[src/rtl/bf_sequencer.sv]
// bf_sequencer: opcode fetch/decode control and bracket-scan sequencing for the BF machine
module bf_sequencer #(
    parameter int OPW = 4,
    parameter int DW  = 8,
    parameter int AW  = 16,
    parameter int BCW = 8
) (
    input  logic           clock,
    input  logic           reset,
    input  logic           PMinputDone,
    input  logic [OPW-1:0] opcode,
    input  logic [AW-1:0]  pc,
    input  logic [DW-1:0]  Dout,
    input  logic [BCW-1:0] BCount,
    input  logic           in_valid,
    input  logic           out_ready,
    output logic           LdPC,
    output logic           PCDecInc,
    output logic           DPEnable,
    output logic           DPDecInc,
    output logic           DEnable,
    output logic           DDecInc,
    output logic           DInChoose,
    output logic           LdOut,
    output logic           BCountEnable,
    output logic           BCountDecInc,
    output logic           ResetBCount,
    output logic           in_ready,
    output logic           out_valid,
    output logic           halted,
    output logic           error
);
    localparam logic [OPW-1:0] opEnd   = OPW'(0);
    localparam logic [OPW-1:0] opRight = OPW'(1);
    localparam logic [OPW-1:0] opLeft  = OPW'(2);
    localparam logic [OPW-1:0] opInc   = OPW'(3);
    localparam logic [OPW-1:0] opDec   = OPW'(4);
    localparam logic [OPW-1:0] opOut   = OPW'(5);
    localparam logic [OPW-1:0] opIn    = OPW'(6);
    localparam logic [OPW-1:0] opOpen  = OPW'(7);
    localparam logic [OPW-1:0] opClose = OPW'(8);

    typedef enum logic [3:0] {
        IDLE, FETCH, DECODE, ADVANCE, OUT_WAIT, IN_WAIT,
        SCAN_F_FETCH, SCAN_F_CHECK, SCAN_B_FETCH, SCAN_B_CHECK, HALT
    } stateT;

    stateT state, nextState;
    logic  errFlag, setErr;
    logic  ldPc, pcInc, dpEn, dpInc, dEn, dInc, dIn, ldOut, bcEn, bcInc, bcRst, inRdy, outVld;

    // state register and sticky bracket-fault flag
    always_ff @(posedge clock or posedge reset) begin
        if (reset) begin
            state   <= IDLE;
            errFlag <= 1'b0;
        end else begin
            state   <= nextState;
            errFlag <= errFlag | setErr;
        end
    end

    // next-state and strobe decode
    always_comb begin
        nextState = state;
        setErr    = 1'b0;
        ldPc      = 1'b0;
        pcInc     = 1'b0;
        dpEn      = 1'b0;
        dpInc     = 1'b0;
        dEn       = 1'b0;
        dInc      = 1'b0;
        dIn       = 1'b0;
        ldOut     = 1'b0;
        bcEn      = 1'b0;
        bcInc     = 1'b0;
        bcRst     = 1'b0;
        inRdy     = 1'b0;
        outVld    = 1'b0;
        case (state)
            IDLE: begin
                bcRst     = 1'b1;
                nextState = PMinputDone ? FETCH : IDLE;
            end
            FETCH: nextState = DECODE;
            DECODE: begin
                case (opcode)
                    opRight, opLeft: begin
                        dpEn      = 1'b1;
                        dpInc     = opcode == opRight;
                        nextState = ADVANCE;
                    end
                    opInc, opDec: begin
                        dEn       = 1'b1;
                        dInc      = opcode == opInc;
                        nextState = ADVANCE;
                    end
                    opOut: begin
                        ldOut     = 1'b1;
                        nextState = OUT_WAIT;
                    end
                    opIn: nextState = IN_WAIT;
                    opOpen: begin
                        bcRst     = Dout == '0;
                        ldPc      = Dout == '0;
                        pcInc     = Dout == '0;
                        nextState = Dout == '0 ? SCAN_F_FETCH : ADVANCE;
                    end
                    opClose: begin
                        bcRst     = Dout != '0;
                        ldPc      = Dout != '0;
                        nextState = Dout != '0 ? SCAN_B_FETCH : ADVANCE;
                    end
                    opEnd:   nextState = HALT;
                    default: nextState = ADVANCE;
                endcase
            end
            ADVANCE: begin
                ldPc      = 1'b1;
                pcInc     = 1'b1;
                nextState = FETCH;
            end
            OUT_WAIT: begin
                outVld    = 1'b1;
                nextState = out_ready ? ADVANCE : OUT_WAIT;
            end
            IN_WAIT: begin
                inRdy     = 1'b1;
                dEn       = in_valid;
                dIn       = in_valid;
                nextState = in_valid ? ADVANCE : IN_WAIT;
            end
            SCAN_F_FETCH: nextState = SCAN_F_CHECK;
            SCAN_F_CHECK: begin
                if (opcode == opClose && BCount == '0) begin
                    nextState = ADVANCE;
                end else if (opcode == opEnd || pc == '1 || (opcode == opOpen && BCount == '1)) begin
                    setErr    = 1'b1;
                    nextState = HALT;
                end else begin
                    bcEn      = opcode == opOpen || opcode == opClose;
                    bcInc     = opcode == opOpen;
                    ldPc      = 1'b1;
                    pcInc     = 1'b1;
                    nextState = SCAN_F_FETCH;
                end
            end
            SCAN_B_FETCH: nextState = SCAN_B_CHECK;
            SCAN_B_CHECK: begin
                if (opcode == opOpen && BCount == '0) begin
                    nextState = ADVANCE;
                end else if (pc == '0 || (opcode == opClose && BCount == '1)) begin
                    setErr    = 1'b1;
                    nextState = HALT;
                end else begin
                    bcEn      = opcode == opOpen || opcode == opClose;
                    bcInc     = opcode == opClose;
                    ldPc      = 1'b1;
                    nextState = SCAN_B_FETCH;
                end
            end
            HALT:    nextState = HALT;
            default: nextState = IDLE;
        endcase
    end

    // reset forces every output low, including the IDLE bracket-counter clear
    assign {LdPC, PCDecInc, DPEnable, DPDecInc, DEnable, DDecInc, DInChoose, LdOut,
            BCountEnable, BCountDecInc, ResetBCount, in_ready, out_valid, halted, error} =
        reset ? '0 : {ldPc, pcInc, dpEn, dpInc, dEn, dInc, dIn, ldOut,
                      bcEn, bcInc, bcRst, inRdy, outVld, state == HALT, errFlag};
endmodule

[config.mk]
export PLATFORM = sky130hd
export DESIGN_NAME = bf_sequencer
export DESIGN_NICKNAME = d
export VERILOG_FILES = /design/src/rtl/bf_sequencer.sv
export SDC_FILE = /design/constraint.sdc
export NUM_CORES = 1
export LEC_CHECK = 0
export BUFFER_PORTS_ARGS = -buffer_cell sky130_fd_sc_hd__clkbuf_2
export CORE_AREA = 2 2 48 50
export CTS_CLUSTER_DIAMETER = 100
export DETAILED_ROUTE_END_ITERATION = 12
export DIE_AREA = 0 0 50 52
export HOLD_SLACK_MARGIN = 0.15
export PLACE_DENSITY = 0.82
export REMOVE_ABC_BUFFERS = 1
export SETUP_SLACK_MARGIN = 0.15
export SKIP_LAST_GASP = 1
export SLEW_MARGIN = 0
export SYNTH_ARGS = -nofsm -noshare
export SYNTH_HDL_FRONTEND = slang
export SYNTH_SLANG_ARGS = --single-unit
[constraint.sdc]
create_clock -name clock -period 6.69 [get_ports clock]
set_clock_uncertainty 0.05 [all_clocks]
set_input_delay 2.007 -clock clock [delete_from_list [all_inputs] [get_ports clock]]
set_output_delay 2.007 -clock clock [all_outputs]
set_load 0.01 [all_outputs]
=== After elaboration in Yosys (flattened, before gate mapping) ===
Cells that the tools add are included.

* Flip-flop bits (word level): 5
* Input port bits: 41
* Output and inout port bits: 15
* Logic and storage cells: 88

* Equal/unequal tests: 20
* Muxes and demuxes: 49
* Bitwise logic cells: 1
* Reductions and logical operators: 16

{| class="wikitable"
|+ Operators by type and width
! cell !! number
|-
| 4-bit one-hot mux with 11 select lines || 1
|-
| 4-bit by 3-bit equality test with 1-bit output (second input constant) || 8
|-
| 1-bit 2-to-1 mux || 30
|-
| 4-bit one-hot mux with 5 select lines || 1
|-
| 16-bit equality test (second input constant) || 1
|-
| 4-bit by 2-bit equality test with 1-bit output (second input constant) || 4
|-
| 4-bit equality test (second input constant) || 4
|-
| 16-bit zero test || 1
|-
| 8-bit zero test || 2
|-
| 4-bit 2-to-1 mux || 4
|-
| 15-bit 2-to-1 mux || 1
|-
| 1-bit one-hot mux with 2 select lines || 6
|-
| 3-bit 2-to-1 mux || 3
|-
| 4-bit by 1-bit equality test with 1-bit output (second input constant) || 2
|-
| 8-bit equality test (second input constant) || 1
|-
| 4-bit zero test || 2
|-
| 8-bit nonzero test || 1
|-
| 1-bit logical AND || 4
|-
| 1-bit logical OR || 4
|-
| 1-bit one-hot mux with 4 select lines || 1
|-
| 2-bit OR reduction || 2
|-
| 1-bit one-hot mux with 3 select lines || 1
|-
| 2-bit 2-to-1 mux || 1
|-
| 1-bit OR || 1
|}

=== Longest topological paths before layout ===
Gate-level depths: netlist (run 1).

* Depth in word-level cells: 7
* Mapped depth: 6
* Mapped depth without buffers: 5

=== Least setup slack after synthesis (run 1) ===
No wires, ideal clock.

* Path kind: input port to output port
* Start: in opcode[2]
* End: out BCountEnable
* Data arrival time: 3260 ps
* Required time: 4633 ps
* Path slack: 1373 ps
* Cell stages on the path: 6
* Path through: buf_2 -> nor2b_1 -> and4_1 -> nor3_2 -> a22oi_1 -> a211oi_1

* Word-level cells in the longest chain between the ends: 7
* Elaborated cells between the ends (all ways): 17

{| class="wikitable"
|+ RTL lines
! element !! RTL line !! text
|-
| from (decl) || 11 || <nowiki>input logic [OPW-1:0] opcode,</nowiki>
|-
| 4-bit equality test, or another cell as far along || -- ||
|-
| 1-bit logical AND, or another cell as far along || 152 || <nowiki>end else if (pc == '0 || (opcode == opClose && BCount == '1)) begin</nowiki>
|-
| 1-bit logical OR, on equally long branches || 152, 137 ||
|-
| 1-bit 2-to-1 mux, on equally long branches || 152, 137 ||
|-
| 1-bit 2-to-1 mux, on equally long branches || 150, 135 ||
|-
| 1-bit one-hot mux with 2 select lines (*) || 80 || <nowiki>case (state)</nowiki>
|-
| 15-bit 2-to-1 mux (*) || 170 || <nowiki>reset ? '0 : {ldPc, pcInc, dpEn, dpInc, dEn, dInc, dIn, ldOut,</nowiki>
|-
| to (decl) || 25 || <nowiki>output logic BCountEnable,</nowiki>
|}

Every way passes the cells marked *; elsewhere a longest branch is shown, timed or not.

=== Final worst setup path (run 1) ===
Same ends and word-level chain as after synthesis.

==> results.sh, run 1 <==
export IMPL_n_antenna_cell=0
export IMPL_dieArea_um2=2600
export IMPL_cp_data_arrival_time_ps=3570
export IMPL_syn_area_um2=877
export IMPL_dp_cells=200
export IMPL_io_pins=56
export IMPL_grt_max_degree=15
export IMPL_layout_worst_path_cycle_share=0.841
export IMPL_viasPerCell=6.03
export IMPL_antenna_found_initial=0
export IMPL_max_freq_mhz=178
export IMPL_drv_slew=0
export IMPL_hold_path_class="flop to flop"
export IMPL_cts_tree="built"
export IMPL_yosysSeqAreaShare=0.143
export IMPL_antenna_left=0
export IMPL_cp_max_fo=9
export IMPL_cts_root_buf="clkbuf_4"
export IMPL_layout_common_cells="clkbuf_2 (55), nor2_1 (14), nor4_1 (12)"
export IMPL_grt_usage=0.236
export IMPL_rsz0062_at_grt="false"
export IMPL_setup_tns_ps=0
export IMPL_synthCells=124
export IMPL_max_stage_delay_ps=300
export IMPL_grt_pass1_wl_mm=4.64
export IMPL_leakage_nw=0.534
export IMPL_synth_edff_count=0
export IMPL_cts_buffers=3
export IMPL_clock_latency_ps=260
export IMPL_r2r_slack_ps=4930
export IMPL_cp_end_kind="output port"
export IMPL_startpoint_type="input pin"
export IMPL_avgRoutedWirePerCell_um=14.3
export IMPL_cts_resized=0
export IMPL_layout_nets=218
export IMPL_drive_above_1_share=0.381
export IMPL_regToRegStartpoint="state[2]$_DFF_PP0_"
export IMPL_io_buffers=55
export IMPL_die_h_um=52
export IMPL_finalHoldViolations=0
export IMPL_syn_to_final_growth_pct=34.2
export IMPL_initial_core_util=0.417
export IMPL_startpoint="opcode[2]"
export IMPL_period_needed_ps=5630
export IMPL_slew_headroom=0.623
export IMPL_min_path_cells=1
export IMPL_worst_ep_required_time_ps=4630
export IMPL_cp_endpoint="BCountEnable"
export IMPL_stdcell_count=204
export IMPL_criticalPathCategory="input pin to output port"
export IMPL_clk_pin_slew_ps=50
export IMPL_max_cap_violations=0
export IMPL_ys_warn_count=0
export IMPL_powerDensity_nw_per_um2=211
export IMPL_rr_worst_depth=4
export IMPL_post_cts_buffers=0
export IMPL_die_w_um=50
export IMPL_drtIter0Drc=48
export IMPL_cts_path_max_buffers=2
export IMPL_avgSynthCellArea_um2=7.07
export IMPL_setup_viol=0
export IMPL_dp_hpwl_mm=2.43
export IMPL_grt_pass1_vias=1053
export IMPL_cts_sinks=5
export IMPL_ir_drop_uv=107
export IMPL_globalplace_congestion=0.967
export IMPL_final_common_cell="clkbuf_2"
export IMPL_ctsHoldBuffers=0
export IMPL_overflow=0
export IMPL_synth_async_reset_ratio=1.00
export IMPL_core_region_area_um2=2110
export IMPL_h_tree_depth=1
export IMPL_first_pass_iters=4
export IMPL_r2r_end="state[3]$_DFF_PP0_"
export IMPL_synth_seq_cells=5
export IMPL_path_cells="clkbuf_2 -> nor2b_1 -> and4_1 -> nor3_2 -> a22oi_1 -> a211oi_1 -> clkbuf_2"
export IMPL_wl_mm=2.91
export IMPL_vias=1230
export IMPL_status="completed"
export IMPL_tightest_slew_ps=560
export IMPL_ys_flop_type="dfrtp_1"
export IMPL_ys_types=43
export IMPL_cpMostUsedCell="clkbuf_2"
export IMPL_fp_row_count=17
export IMPL_critPathSlowestCell="nor3_2"
export IMPL_drc=0
==> power breakdown <==
part           internal, mW  total [mW]  switching [mW]  leakage (nW)
clock network        0.0227      0.0379          0.0151        0.0150
logic                0.0583       0.141          0.0826         0.454
registers            0.0420      0.0695          0.0275        0.0655
==> synth_stat cells, drive strengths merged, types with 3 or more instances <==
library cell | instances | share of area
buf | 3 | 0.024
nor2 | 14 | 0.060
nand4 | 8 | 0.057
clkbuf | 4 | 0.017
nor4 | 13 | 0.10
o21ai | 9 | 0.051
nor2b | 4 | 0.037
nand3 | 4 | 0.029
a21oi | 10 | 0.057
nand2 | 9 | 0.039
nor3 | 5 | 0.040
dfrtp | 5 | 0.14
nand2b | 5 | 0.036
inv | 5 | 0.021
==> sequential cells by signal (all words and copies together) (netlist names) <==
name,flops
state,4
errFlag,1
==> worst max-delay path: cells and delay by family <==
kind | cells | cell delay, ps
AOI/OAI and AO/OA | 2 | 450
and+or+nand+nor | 3 | 770
buffers and inverters | 2 | 350
==> worst min-delay path by stage <==
stage / startpoint / endpoint / slack, ps
after floorplan: errFlag$_DFF_PP0_ / errFlag$_DFF_PP0_ / 380
after global placement: errFlag$_DFF_PP0_ / errFlag$_DFF_PP0_ / 400
after detailed placement: errFlag$_DFF_PP0_ / errFlag$_DFF_PP0_ / 400
after CTS: errFlag$_DFF_PP0_ / errFlag$_DFF_PP0_ / 410
after global routing: errFlag$_DFF_PP0_ / errFlag$_DFF_PP0_ / 440
final: errFlag$_DFF_PP0_ / errFlag$_DFF_PP0_ / 410
==> kinds of logic (layout without fill, tap and decap cells) <==
kind of cell	count (synthesis)	after routing	share of synthesized area
AOI/OAI and AO/OA	36	36	0.294
DFF	5	5	0.143
buffers and inverters	12	64	0.0628
muxes	2	2	0.0228
and+or+nand+nor	69	69	0.478
==> per-layer routing <==
metal  vias up  GRT usage  wire length [µm]
met3        11     0.0431               222
met5         -          0                 0
met1       562      0.272              1130
li1        593          -                 -
met2        64      0.414              1460
met4         0      0.120                97
==> metrics by stage <==
stage | instance area, µm² | hold slack, ps | setup WS (ps) | power, mW | utilization
after floorplan | 841 | 383 | 1550 | 0.155 | -
after global placement | 1150 | 401 | 1120 | 0.206 | 0.547
after detailed placement | 1150 | 399 | 1110 | 0.206 | 0.547
after CTS | 1180 | 410 | 1110 | 0.244 | 0.559
after global routing | 1180 | 443 | 1010 | 0.268 | 0.559
final | 1180 | 405 | 1060 | 0.248 | 0.559
==> layout make-up <==
class / count / area (µm²)
clock buffers: 4 / 26.3
fillers: 198 / 928
inverters: 5 / 18.8
multi-input cells: 107 / 697
flip-flops and latches: 5 / 125
well taps: 28 / 35.0
repair buffers: 55 / 275
Note: power is estimated with default switching activity, not from simulation.
==> run 2, diff against run 1 <==
ABC_AREA = 1   (was not set)
CORE_AREA = 2 2 50 52   (was 2 2 48 50)
DIE_AREA = 0 0 52 54   (was 0 0 50 52)
PLACE_DENSITY = 0.78   (was 0.82)
clock period = 5.5 ns   (was 6.69 ns; I/O delays follow)
==> results.sh, run 2 <==
export IMPL_cts_root_buf="clkbuf_4"
export IMPL_startpoint_type="input pin"
export IMPL_synth_seq_cells=5
export IMPL_finalHoldViolations=0
export IMPL_synthSimpleGateAreaFrac=0.659
export IMPL_synthTopCellsByArea="nand2_1 (20%), nor2_1 (19%), dfrtp_1 (14%)"
export IMPL_layout_nets=281
export IMPL_synth_top_cell_by_area="nand2_1"
export IMPL_combPwrFrac=0.613
export IMPL_powerDensity_nw_per_um2=234
export IMPL_synth_common_cells="nand2_1 (49), nor2_1 (46), inv_1 (17)"
export IMPL_n_antenna_cell=0
export IMPL_drive_above_1_share=0.326
export IMPL_avgRoutedWirePerCell_um=8.79
export IMPL_first_pass_iters=5
export IMPL_leakage_nw=0.699
export IMPL_largestRegisters="state (4), errFlag (1)"
export IMPL_grt_max_degree=12
export IMPL_grt_pass1_vias=1097
export IMPL_place_worst_setup_slack_ps=1030
export IMPL_multiInputGateArea_um2=698
export IMPL_ctsHoldBuffers=0
export IMPL_period_needed_ps=4480
export IMPL_vias=1278
export IMPL_cts_buffers=3
export IMPL_initial_core_util=0.395
export IMPL_overflow=0
export IMPL_synth_xor_area_share=0
export IMPL_max_freq_mhz=223
export IMPL_layout_worst_path_cycle_share=0.814
export IMPL_synth_top_area_share=0.201
export IMPL_max_cap_violations=0
export IMPL_post_cts_buffers=0
export IMPL_stdcell_count=269
export IMPL_path_cells="clkbuf_2 -> nor2_2 -> inv_2 -> nor2_4 -> inv_1 -> o21ai_1 -> nand2_1 -> a21oi_1 -> clkbuf_2"
export IMPL_cts_path_max_buffers=2
export IMPL_criticalPathCategory="input pin to output port"
export IMPL_tightest_slew_ps=258
export IMPL_syn_area_um2=917
export IMPL_viasPerCell=4.75
export IMPL_synth_async_reset_ratio=1.00
export IMPL_p_int_uw=147
export IMPL_die_w_um=52
export IMPL_synth_top_family_by_area="simple AND/OR/NAND/NOR gates"
export IMPL_synthCells=181
export IMPL_cp_max_fo=7
export IMPL_cp_data_arrival_time_ps=2780
export IMPL_p_sw_uw=146
export IMPL_layout_common_cells="clkbuf_2 (55), nand2_1 (49), nor2_1 (46)"
export IMPL_ys_types=22
export IMPL_fp_row_count=18
export IMPL_synth_compound_area_frac=0.102
export IMPL_cp_top_family="buffers and inverters"
export IMPL_largest_register="state"
export IMPL_yosysMostFrequentCell="nand2_1"
export IMPL_die_h_um=54
export IMPL_rsz0062_at_grt="false"
export IMPL_syn_to_final_growth_pct=36.6
export IMPL_dpl_instance_area_um2=1230
export IMPL_yosysSeqAreaShare=0.136
export IMPL_dp_hpwl_mm=2.08
export IMPL_io_pins=56
export IMPL_cpMostUsedCell="clkbuf_2"
export IMPL_cp_end_kind="output port"
export IMPL_critPathSlowestCell="nor2_2"
export IMPL_drv_slew=0
export IMPL_swShare=0.498
export IMPL_setup_viol=0
export IMPL_antenna_found_initial=0
export IMPL_setup_tns_ps=0
export IMPL_ir_drop_uv=132
export IMPL_io_buffers=55
export IMPL_globalplace_congestion=0.783
export IMPL_fill_cells=273
export IMPL_clock_latency_ps=240
export IMPL_slew_headroom=0.827
export IMPL_cts_sinks=5
export IMPL_cts_resized=0
export IMPL_hold_path_class="flop to flop"
export IMPL_core_region_area_um2=2320
export IMPL_grt_usage=0.198
export IMPL_cts_tree="built"
export IMPL_clkPwrFrac=0.143
export IMPL_synthMuxAreaShare=0
export IMPL_status="completed"
export IMPL_finalInstanceArea_um2=1250
export IMPL_layout_setup_ws_ps=1020
export IMPL_drc=0
export IMPL_synth_edff_count=0
export IMPL_seqPwrFrac=0.244
export IMPL_final_common_cell="clkbuf_2"
export IMPL_synth_fa_ha_area_frac=0
export IMPL_grt_pass1_wl_mm=4.25
export IMPL_avgSynthCellArea_um2=5.07
export IMPL_clk_pin_slew_ps=40
export IMPL_worst_ep_required_time_ps=3800
export IMPL_wl_mm=2.36
export IMPL_dp_cells=265
export IMPL_largest_reg_flops=4
export IMPL_ys_warn_count=0
export IMPL_ys_flop_type="dfrtp_1"
export IMPL_whs_ps=450
export IMPL_final_seq_area_um2=125
export IMPL_path_buf_inv=4
export IMPL_dieArea_um2=2810
export IMPL_drtIter0Drc=27
export IMPL_h_tree_depth=1
export IMPL_antenna_left=0
export IMPL_max_stage_delay_ps=170
[run 2: changes by cell type in the layout (fill, tap and decap cells not counted), moves of 4 or more]
cell / before / now
nand2_2: 0 / 5
nand3_1: 3 / 16
nor2_4: 0 / 4
inv_2: 1 / 6
nor4_1: 12 / 2
nand2_1: 9 / 49
inv_1: 4 / 17
nand4_1: 8 / 4
a21oi_1: 10 / 5
nor2_1: 14 / 46
nand2b_1: 5 / 0
[run 2: metal layers]
layer / share of wire / wire length, µm / global-route usage / vias to the layer above
met4: 0 / 0 / 0.0658 / 0
met2: 0.49 / 1160 / 0.359 / 37
met3: 0.050 / 119 / 0.0250 / 0
li1: - / - / - / 695
met1: 0.46 / 1090 / 0.240 / 546
met5: 0 / 0 / 0 / -
[run 2: path summary, 6_finish.rpt]
path                       slack (ps)                 end          startpoint  depth (start not counted)
setup / recovery                 1020         ResetBCount           opcode[1]                          9
hold / removal                    450   errFlag$_DFF_PP0_   errFlag$_DFF_PP0_                          2
setup reg to reg                 4120  state[0]$_DFF_PP0_  state[2]$_DFF_PP0_                          8
hold reg to reg                   450   errFlag$_DFF_PP0_   errFlag$_DFF_PP0_                          2
max in group asynchronous        3810  state[1]$_DFF_PP0_               reset                          2
min in group asynchronous        1400   errFlag$_DFF_PP0_               reset                          2
[run 2: kinds of logic (layout without fill, tap and decap cells)]
family	count (synthesis)	in the layout
AO/OA/AOI/OAI	17	17
AND/OR/NAND/NOR	134	134
buffers and inverters	25	83
flip-flops	5	5
[run 2: power groups by stage]
stage | sequential, mW | combinational, mW | clock, mW
floorplan | 0.0677 | 0.130 | 0
global placement | 0.0709 | 0.176 | 0
detailed placement | 0.0715 | 0.179 | 0
CTS | 0.0710 | 0.180 | 0.0432
global route | 0.0736 | 0.213 | 0.0475
finish | 0.0716 | 0.180 | 0.0419
[run 2: worst min-delay path, stage by stage, from the launching register on]
cell,delay [ps]
dfrtp_1,320
inv_1,50
o211ai_1,90
[run 2: through the flow]
stage / power [mW] / utilization
global route: 0.334 / 0.540
global placement: 0.247 / 0.529
floorplan: 0.197 / -
detailed placement: 0.250 / 0.529
finish: 0.293 / 0.540
CTS: 0.294 / 0.540
[run 2: layout make-up]
class,count,area share
clock buffers,4,0.0210
flip-flops and latches,5,0.0999
repair buffers,55,0.220
multi-input cells,151,0.557
inverters,24,0.0719
well taps,30,0.0300
